<file path="config.mk">
export PLATFORM = sky130hd
export DESIGN_NAME = dsp_route_sum
export DESIGN_NICKNAME = d
export VERILOG_FILES = /design/src/rtl/dsp_route_sum.sv
export SDC_FILE = /design/constraint.sdc
export NUM_CORES = 2
export LEC_CHECK = 0
export CAP_MARGIN = 10
export CORE_UTILIZATION = 40
export DETAILED_ROUTE_END_ITERATION = 10
export GPL_ROUTABILITY_DRIVEN = 0
export SLEW_MARGIN = 15
export SYNTH_ARGS = -nofsm -noshare
export SYNTH_HDL_FRONTEND = slang
export SYNTH_SLANG_ARGS = --single-unit
</file>
<file path="constraint.sdc">
create_clock -name clk_i -period 5.91 [get_ports clk_i]
set_clock_uncertainty 0.1 [all_clocks]
set_input_delay 0.591 -clock clk_i [delete_from_list [all_inputs] [get_ports clk_i]]
set_output_delay 0.591 -clock clk_i [all_outputs]
set_load 0.01 [all_outputs]
</file>
<file path="src/rtl/dsp_route_sum.sv">
// dsp_route_sum: routes SRC masked, shift-attenuated sources through a pipelined adder tree into OUTS saturating outputs; define DSP_ROUTE_SHADOW_EN for shadowed config with commit
module dsp_route_sum #(
  parameter int SRC     = 16,
  parameter int OUTS    = 2,
  parameter int DW      = 14,
  parameter int LOG_SRC = 4,
  parameter int SHW     = 3
) (
  input  logic                 clk_i,
  input  logic                 rstn_i,
  input  logic [SRC*DW-1:0]    src_dat_i,
  output logic [OUTS*DW-1:0]   out_dat_o,
  output logic [OUTS-1:0]      sat_o,
  input  logic [15:0]          sys_addr,
  input  logic [31:0]          sys_wdata,
  input  logic                 sys_wen,
  input  logic                 sys_ren,
  output logic [31:0]          sys_rdata,
  output logic                 sys_ack,
  output logic                 sys_err
);
  localparam int TW = DW + LOG_SRC;
  localparam int N = 1 << LOG_SRC;
  localparam logic signed [TW-1:0] MAXV = TW'((1 << (DW-1)) - 1);
  localparam logic signed [TW-1:0] MINV = TW'(-(1 << (DW-1)));
  logic [OUTS-1:0] act_msk [SRC];
  logic [SHW-1:0]  act_sh  [SRC];
`ifdef DSP_ROUTE_SHADOW_EN
  logic [OUTS-1:0] shd_msk [SRC];
  logic [SHW-1:0]  shd_sh  [SRC];
  logic            commit;
`endif
  logic [OUTS-1:0]      sticky;
  logic [OUTS-1:0]      clr;
  logic [SRC-1:0]       sel_cfg;
  logic                 hit;
  logic [31:0]          rd_val;
  logic signed [TW-1:0] root [OUTS];
  logic                 unused_wdata;
  assign unused_wdata = ^sys_wdata;
  function automatic logic [31:0] cfg_word(input logic [OUTS-1:0] m, input logic [SHW-1:0] sh);
    logic [31:0] w;
    w = '0;
    w[OUTS-1:0] = m;
    w[8 +: SHW] = sh;
    return w;
  endfunction
  function automatic logic signed [TW-1:0] term(input logic [DW-1:0] x, input logic [SHW-1:0] sh);
    logic signed [TW-1:0] e;
    e = TW'($signed(x));
    return e >>> sh;
  endfunction
  assign clr = (sys_wen && sys_addr == 16'h100) ? sys_wdata[OUTS-1:0] : '0;
`ifdef DSP_ROUTE_SHADOW_EN
  assign commit = sys_wen && sys_addr == 16'h104 && sys_wdata[0];
`endif
  // address decode and read mux; anything not matched is an error access
  always_comb begin
    sel_cfg = '0;
    hit = 1'b0;
    rd_val = '0;
    for (int s = 0; s < SRC; s++) begin
      if (sys_addr == 16'(4*s)) begin
        sel_cfg[s] = 1'b1;
        hit = 1'b1;
`ifdef DSP_ROUTE_SHADOW_EN
        rd_val = cfg_word(shd_msk[s], shd_sh[s]);
`else
        rd_val = cfg_word(act_msk[s], act_sh[s]);
`endif
      end
`ifdef DSP_ROUTE_SHADOW_EN
      if (sys_addr == 16'(16'h200 + 4*s)) begin
        hit = 1'b1;
        rd_val = cfg_word(act_msk[s], act_sh[s]);
      end
`endif
    end
    if (sys_addr == 16'h100) begin
      hit = 1'b1;
      rd_val = 32'(sticky);
    end
    if (sys_addr == 16'h108) begin
      hit = 1'b1;
      rd_val = 32'(LOG_SRC + 2);
    end
`ifdef DSP_ROUTE_SHADOW_EN
    if (sys_addr == 16'h104) hit = 1'b1;
`endif
  end
  // config storage: direct writes, or shadow writes copied over on commit
  always_ff @(posedge clk_i or negedge rstn_i) begin
    if (!rstn_i) begin
      for (int s = 0; s < SRC; s++) begin
        act_msk[s] <= '0;
        act_sh[s] <= '0;
`ifdef DSP_ROUTE_SHADOW_EN
        shd_msk[s] <= '0;
        shd_sh[s] <= '0;
`endif
      end
    end else begin
      for (int s = 0; s < SRC; s++) begin
`ifdef DSP_ROUTE_SHADOW_EN
        if (sys_wen && sel_cfg[s]) begin
          shd_msk[s] <= sys_wdata[OUTS-1:0];
          shd_sh[s] <= sys_wdata[8 +: SHW];
        end
        if (commit) begin
          act_msk[s] <= shd_msk[s];
          act_sh[s] <= shd_sh[s];
        end
`else
        if (sys_wen && sel_cfg[s]) begin
          act_msk[s] <= sys_wdata[OUTS-1:0];
          act_sh[s] <= sys_wdata[8 +: SHW];
        end
`endif
      end
    end
  end
  // bus response one cycle after the strobe, plus sticky overflow with set winning over clear
  always_ff @(posedge clk_i or negedge rstn_i) begin
    if (!rstn_i) begin
      sys_ack <= 1'b0;
      sys_err <= 1'b0;
      sys_rdata <= '0;
      sticky <= '0;
    end else begin
      sys_ack <= sys_wen | sys_ren;
      sys_err <= (sys_wen | sys_ren) & ~hit;
      sys_rdata <= (sys_ren && hit) ? rd_val : '0;
      sticky <= (sticky & ~clr) | sat_o;
    end
  end
  for (genvar k = 0; k < OUTS; k++) begin : g_out
    logic signed [TW-1:0] nd [1:2*N-1];
    // heap-ordered tree: leaves N..2N-1 are stage-1 terms, each inner level is one pipeline stage
    always_ff @(posedge clk_i or negedge rstn_i) begin
      if (!rstn_i) begin
        for (int j = 1; j < 2*N; j++) nd[j] <= '0;
      end else begin
        for (int j = 1; j < N; j++) nd[j] <= nd[2*j] + nd[2*j+1];
        for (int s = 0; s < SRC; s++) nd[N+s] <= act_msk[s][k] ? term(src_dat_i[s*DW +: DW], act_sh[s]) : '0;
        for (int s = SRC; s < N; s++) nd[N+s] <= '0;
      end
    end
    assign root[k] = nd[1];
  end
  // clamp each tree sum to the sample range and flag clipping alongside it
  always_ff @(posedge clk_i or negedge rstn_i) begin
    if (!rstn_i) begin
      out_dat_o <= '0;
      sat_o <= '0;
    end else begin
      for (int k = 0; k < OUTS; k++) begin
        out_dat_o[k*DW +: DW] <= root[k] > MAXV ? MAXV[DW-1:0] : root[k] < MINV ? MINV[DW-1:0] : root[k][DW-1:0];
        sat_o[k] <= root[k] > MAXV || root[k] < MINV;
      end
    end
  end
endmodule

</file>
==> results.toml <==
[floorplanning]
die_y_um = 389
coreArea_um2 = 148000
dieArea_um2 = 151000
rows = 141
die_w_um = 389
start_util_pct = 40.4
io_pins = 340

[detailed_routing]
routed_wirelength_mm = 159
drtAntennaViolNets = 0
wl_per_cell_um = 20.4
first_iter_violations = 2346
routed_via_density = 5.25
dr_total_vias = 40800
first_pass_iters = 7
drc_errors = 0

[job]
drv_cap = 0

[clock_tree]
max-clock-path-buffers = 3
h-tree-depth = 3
worst_skew_pair.late_latency_ps = 760
numCtsBuffers = 118
clockRootBuffer = "clkbuf_16"
ctsResizeCount = 0
tritoncts = "built"
path_clk_slew_ps = 60
cts.sinks = 1108

[worst_hold_path]
hold_path.class = "flop to flop"
hp-start = "g_out[1].nd[557]"
worstHoldPathCells = 0
min_to = "out_dat_o[27]"

[placement]
place_ws_ps = 2160
place_area_um2 = 64700
dp.cells = 7548
hpwl_mm = 127
port_buffers = 286

[worst_setup_path]
reg2reg_from = "g_out[1].nd[360]"
cp_top_family = "compound AO/OA/AOI/OAI gates"
path_cells = "ha_1 -> inv_1 -> fa_1 -> nor2b_1 -> o31a_1 -> o41ai_1 -> a21oi_1 -> nand2_1 -> o21ai_0 -> xor2_1"
r2r_cells = 10
cp_num_buf_inv = 1
r2r_setup_slack_ps = 2850
crit_type = "flop to flop"
worstReg2RegEnd = "g_out[1].nd[484]"
crit_arrival_ps = 3510
slowest_stage = "xor2_1"
cp_max_fo = 3
cp_data_required_time_ps = 6360
critPathMaxStageDelay_ps = 620
crit_path_end_kind = "flop"
startpoint_type = "flop"

[sta]
rsz0062_at_grt = "false"
slew_violations = 0
max_slew_margin_pct = 25.7
tightestPinTransition_ps = 1110
setup_ws_ps = 2850
hold_slack_ps = 323
max_freq_mhz = 326
hold_viol_final = 0
setup_viol = 0
period_needed_ps = 3060
setup-tns-final_ps = 0
fin_crit_sh_pct = 51.9

[yosys]
synth.top_cell.area_share_pct = 46.3
ys.flop_type = "dfrtp_1"
synth_area_leaders = "dfrtp_1 (46%), ha_1 (9.6%), mux2i_1 (4.6%), xnor2_1 (4.1%), nor2b_1 (3.9%)"
synth.most_common_cell = "dfrtp_1"
synth_top_area_cell = "dfrtp_1"
synth.distinct_cells = 73
ys_seq_area_share_pct = 46.3
synthTopCellsByCount = "dfrtp_1 (1108), ha_1 (462), nor2_1 (395)"
synth-edff-count = 0
synth_cells = 5470
synth_area_um2 = 59900
ys_warn_count = 0
ys_ff_latch = 1108
syn_area_per_cell_um2 = 11.0
async_flop_share_pct = 100

[run_status]
status = "finished clean"

[finish]
stdcell_area_um2 = 69000
fillCellCount = 13600
final_net_count = 6507
drive_gt1_share_pct = 8.31
syn_to_final_growth_pct = 15.2
fin_cells = 7773
fin_util_pct = 46.6

[global_route]
grt_pass1_wl_mm = 242
antenna_found_initial = 20
grt-ovfl-total = 0
track_usage_pct = 20.9
grt_max_degree = 140
first_global_vias = 40900

[power_and_ir_drop]
p_leak_nw = 33.7
finalPower_mw = 16.4
powerDensity_nw_per_um2 = 238
max-vdd-ir-drop_uv = 239
-- state kept, by name, indices dropped and copies added, names as in the netlist --
name,flops
out_dat_o,28
sat_o,2
sticky,2
act_sh,48
sys_ack,1
sys_rdata,6
sys_err,1
g_out.nd,988
act_msk,32
-- report_power, final --
| group | total (mW) | switching [mW] | internal, mW | leakage, nW |
|---|---|---|---|---|
| combinational | 0.738 | 0.450 | 0.287 | 16.2 |
| sequential | 7.60 | 0.00721 | 7.60 | 15.4 |
| clock | 8.05 | 3.20 | 4.85 | 2.09 |
-- metal layers --
layer | global-route usage (%) | up-vias | share of wire (%)
met5 | 0 | - | 0.026
met4 | 7.32 | 6 | 3.1
met3 | 2.94 | 204 | 4.7
met2 | 32.1 | 904 | 44
met1 | 30.2 | 20000 | 48
li1 | - | 19700 | -
-- worst max-delay path by stage --
stage | cells past startpoint | start | end | slack (ps)
after floorplan | 7 | sys_addr[13] | sys_rdata[10] | 3470
after global placement | 7 | sys_addr[11] | act_msk[25] | 2180
after detailed placement | 7 | sys_addr[11] | act_sh[37] | 2160
after CTS | 7 | sys_addr[11] | act_sh[38] | 2970
after global routing | 8 | g_out[0].nd[1] | g_out[0].nd[301] | 2780
final | 10 | g_out[1].nd[360] | g_out[1].nd[484] | 2850
-- logic make-up (layout without fill, tap and decap cells) --
group	count (synthesis)	in the layout	share of synthesized area, %
AND/OR/NAND/NOR	1472	1472	12.9
AO/OA/AOI/OAI	1142	1142	12.3
flip-flops	1108	1108	46.3
adder cells (fa/ha/maj)	492	492	10.6
multiplexers	484	484	9.50
buffers and inverters	387	728	2.73
XOR/XNOR	384	384	5.61
other	1	33	0.00626
-- final cells by class --
cell class / count / area, um^2 / area share, %
flip-flops and latches: 1108 / 27700 / 40.2
inverters: 203 / 762 / 1.10
multi-input cells: 4000 / 30700 / 44.4
repair buffers: 308 / 3140 / 4.55
clock inverters: 67 / 1020 / 1.48
well taps: 1930 / 2410 / 3.50
clock buffers: 150 / 3270 / 4.74
diodes: 7 / 17.5 / 0.0254
-- worst register-to-register path, cell delays in order, from the launching register on --
cell	delay (ps)
dfrtp_1	360
ha_1	210
inv_1	80
fa_1	200
nor2b_1	70
o31a_1	280
o41ai_1	510
a21oi_1	220
nand2_1	120
o21ai_0	100
xor2_1	620
-- layout by cell type, fill, tap and decap left out, types with 118 or more instances in the layout --
cell                n
inv_1             191
clkdlybuf4s50_1   283
nor2b_1           371
dfrtp_1          1108
mux2i_1           276
nand2_1           168
mux2_2            156
clkbuf_16         118
ha_1              462
o21a_1            214
a21oi_1           349
o21ai_0           192
nor2_1            395
xnor2_1           282
and2_1            225
-- what timing repair did --
| item | in CTS | in global routing |
|---|---|---|
| hold endpoints to repair | 98 | 0 |
| buffers inserted | 0 | 0 |
| endpoints found under the setup margin | 0 | 0 |
| hold buffers | 1 | 0 |
No activity file was read; power rests on OpenSTA's default activity.
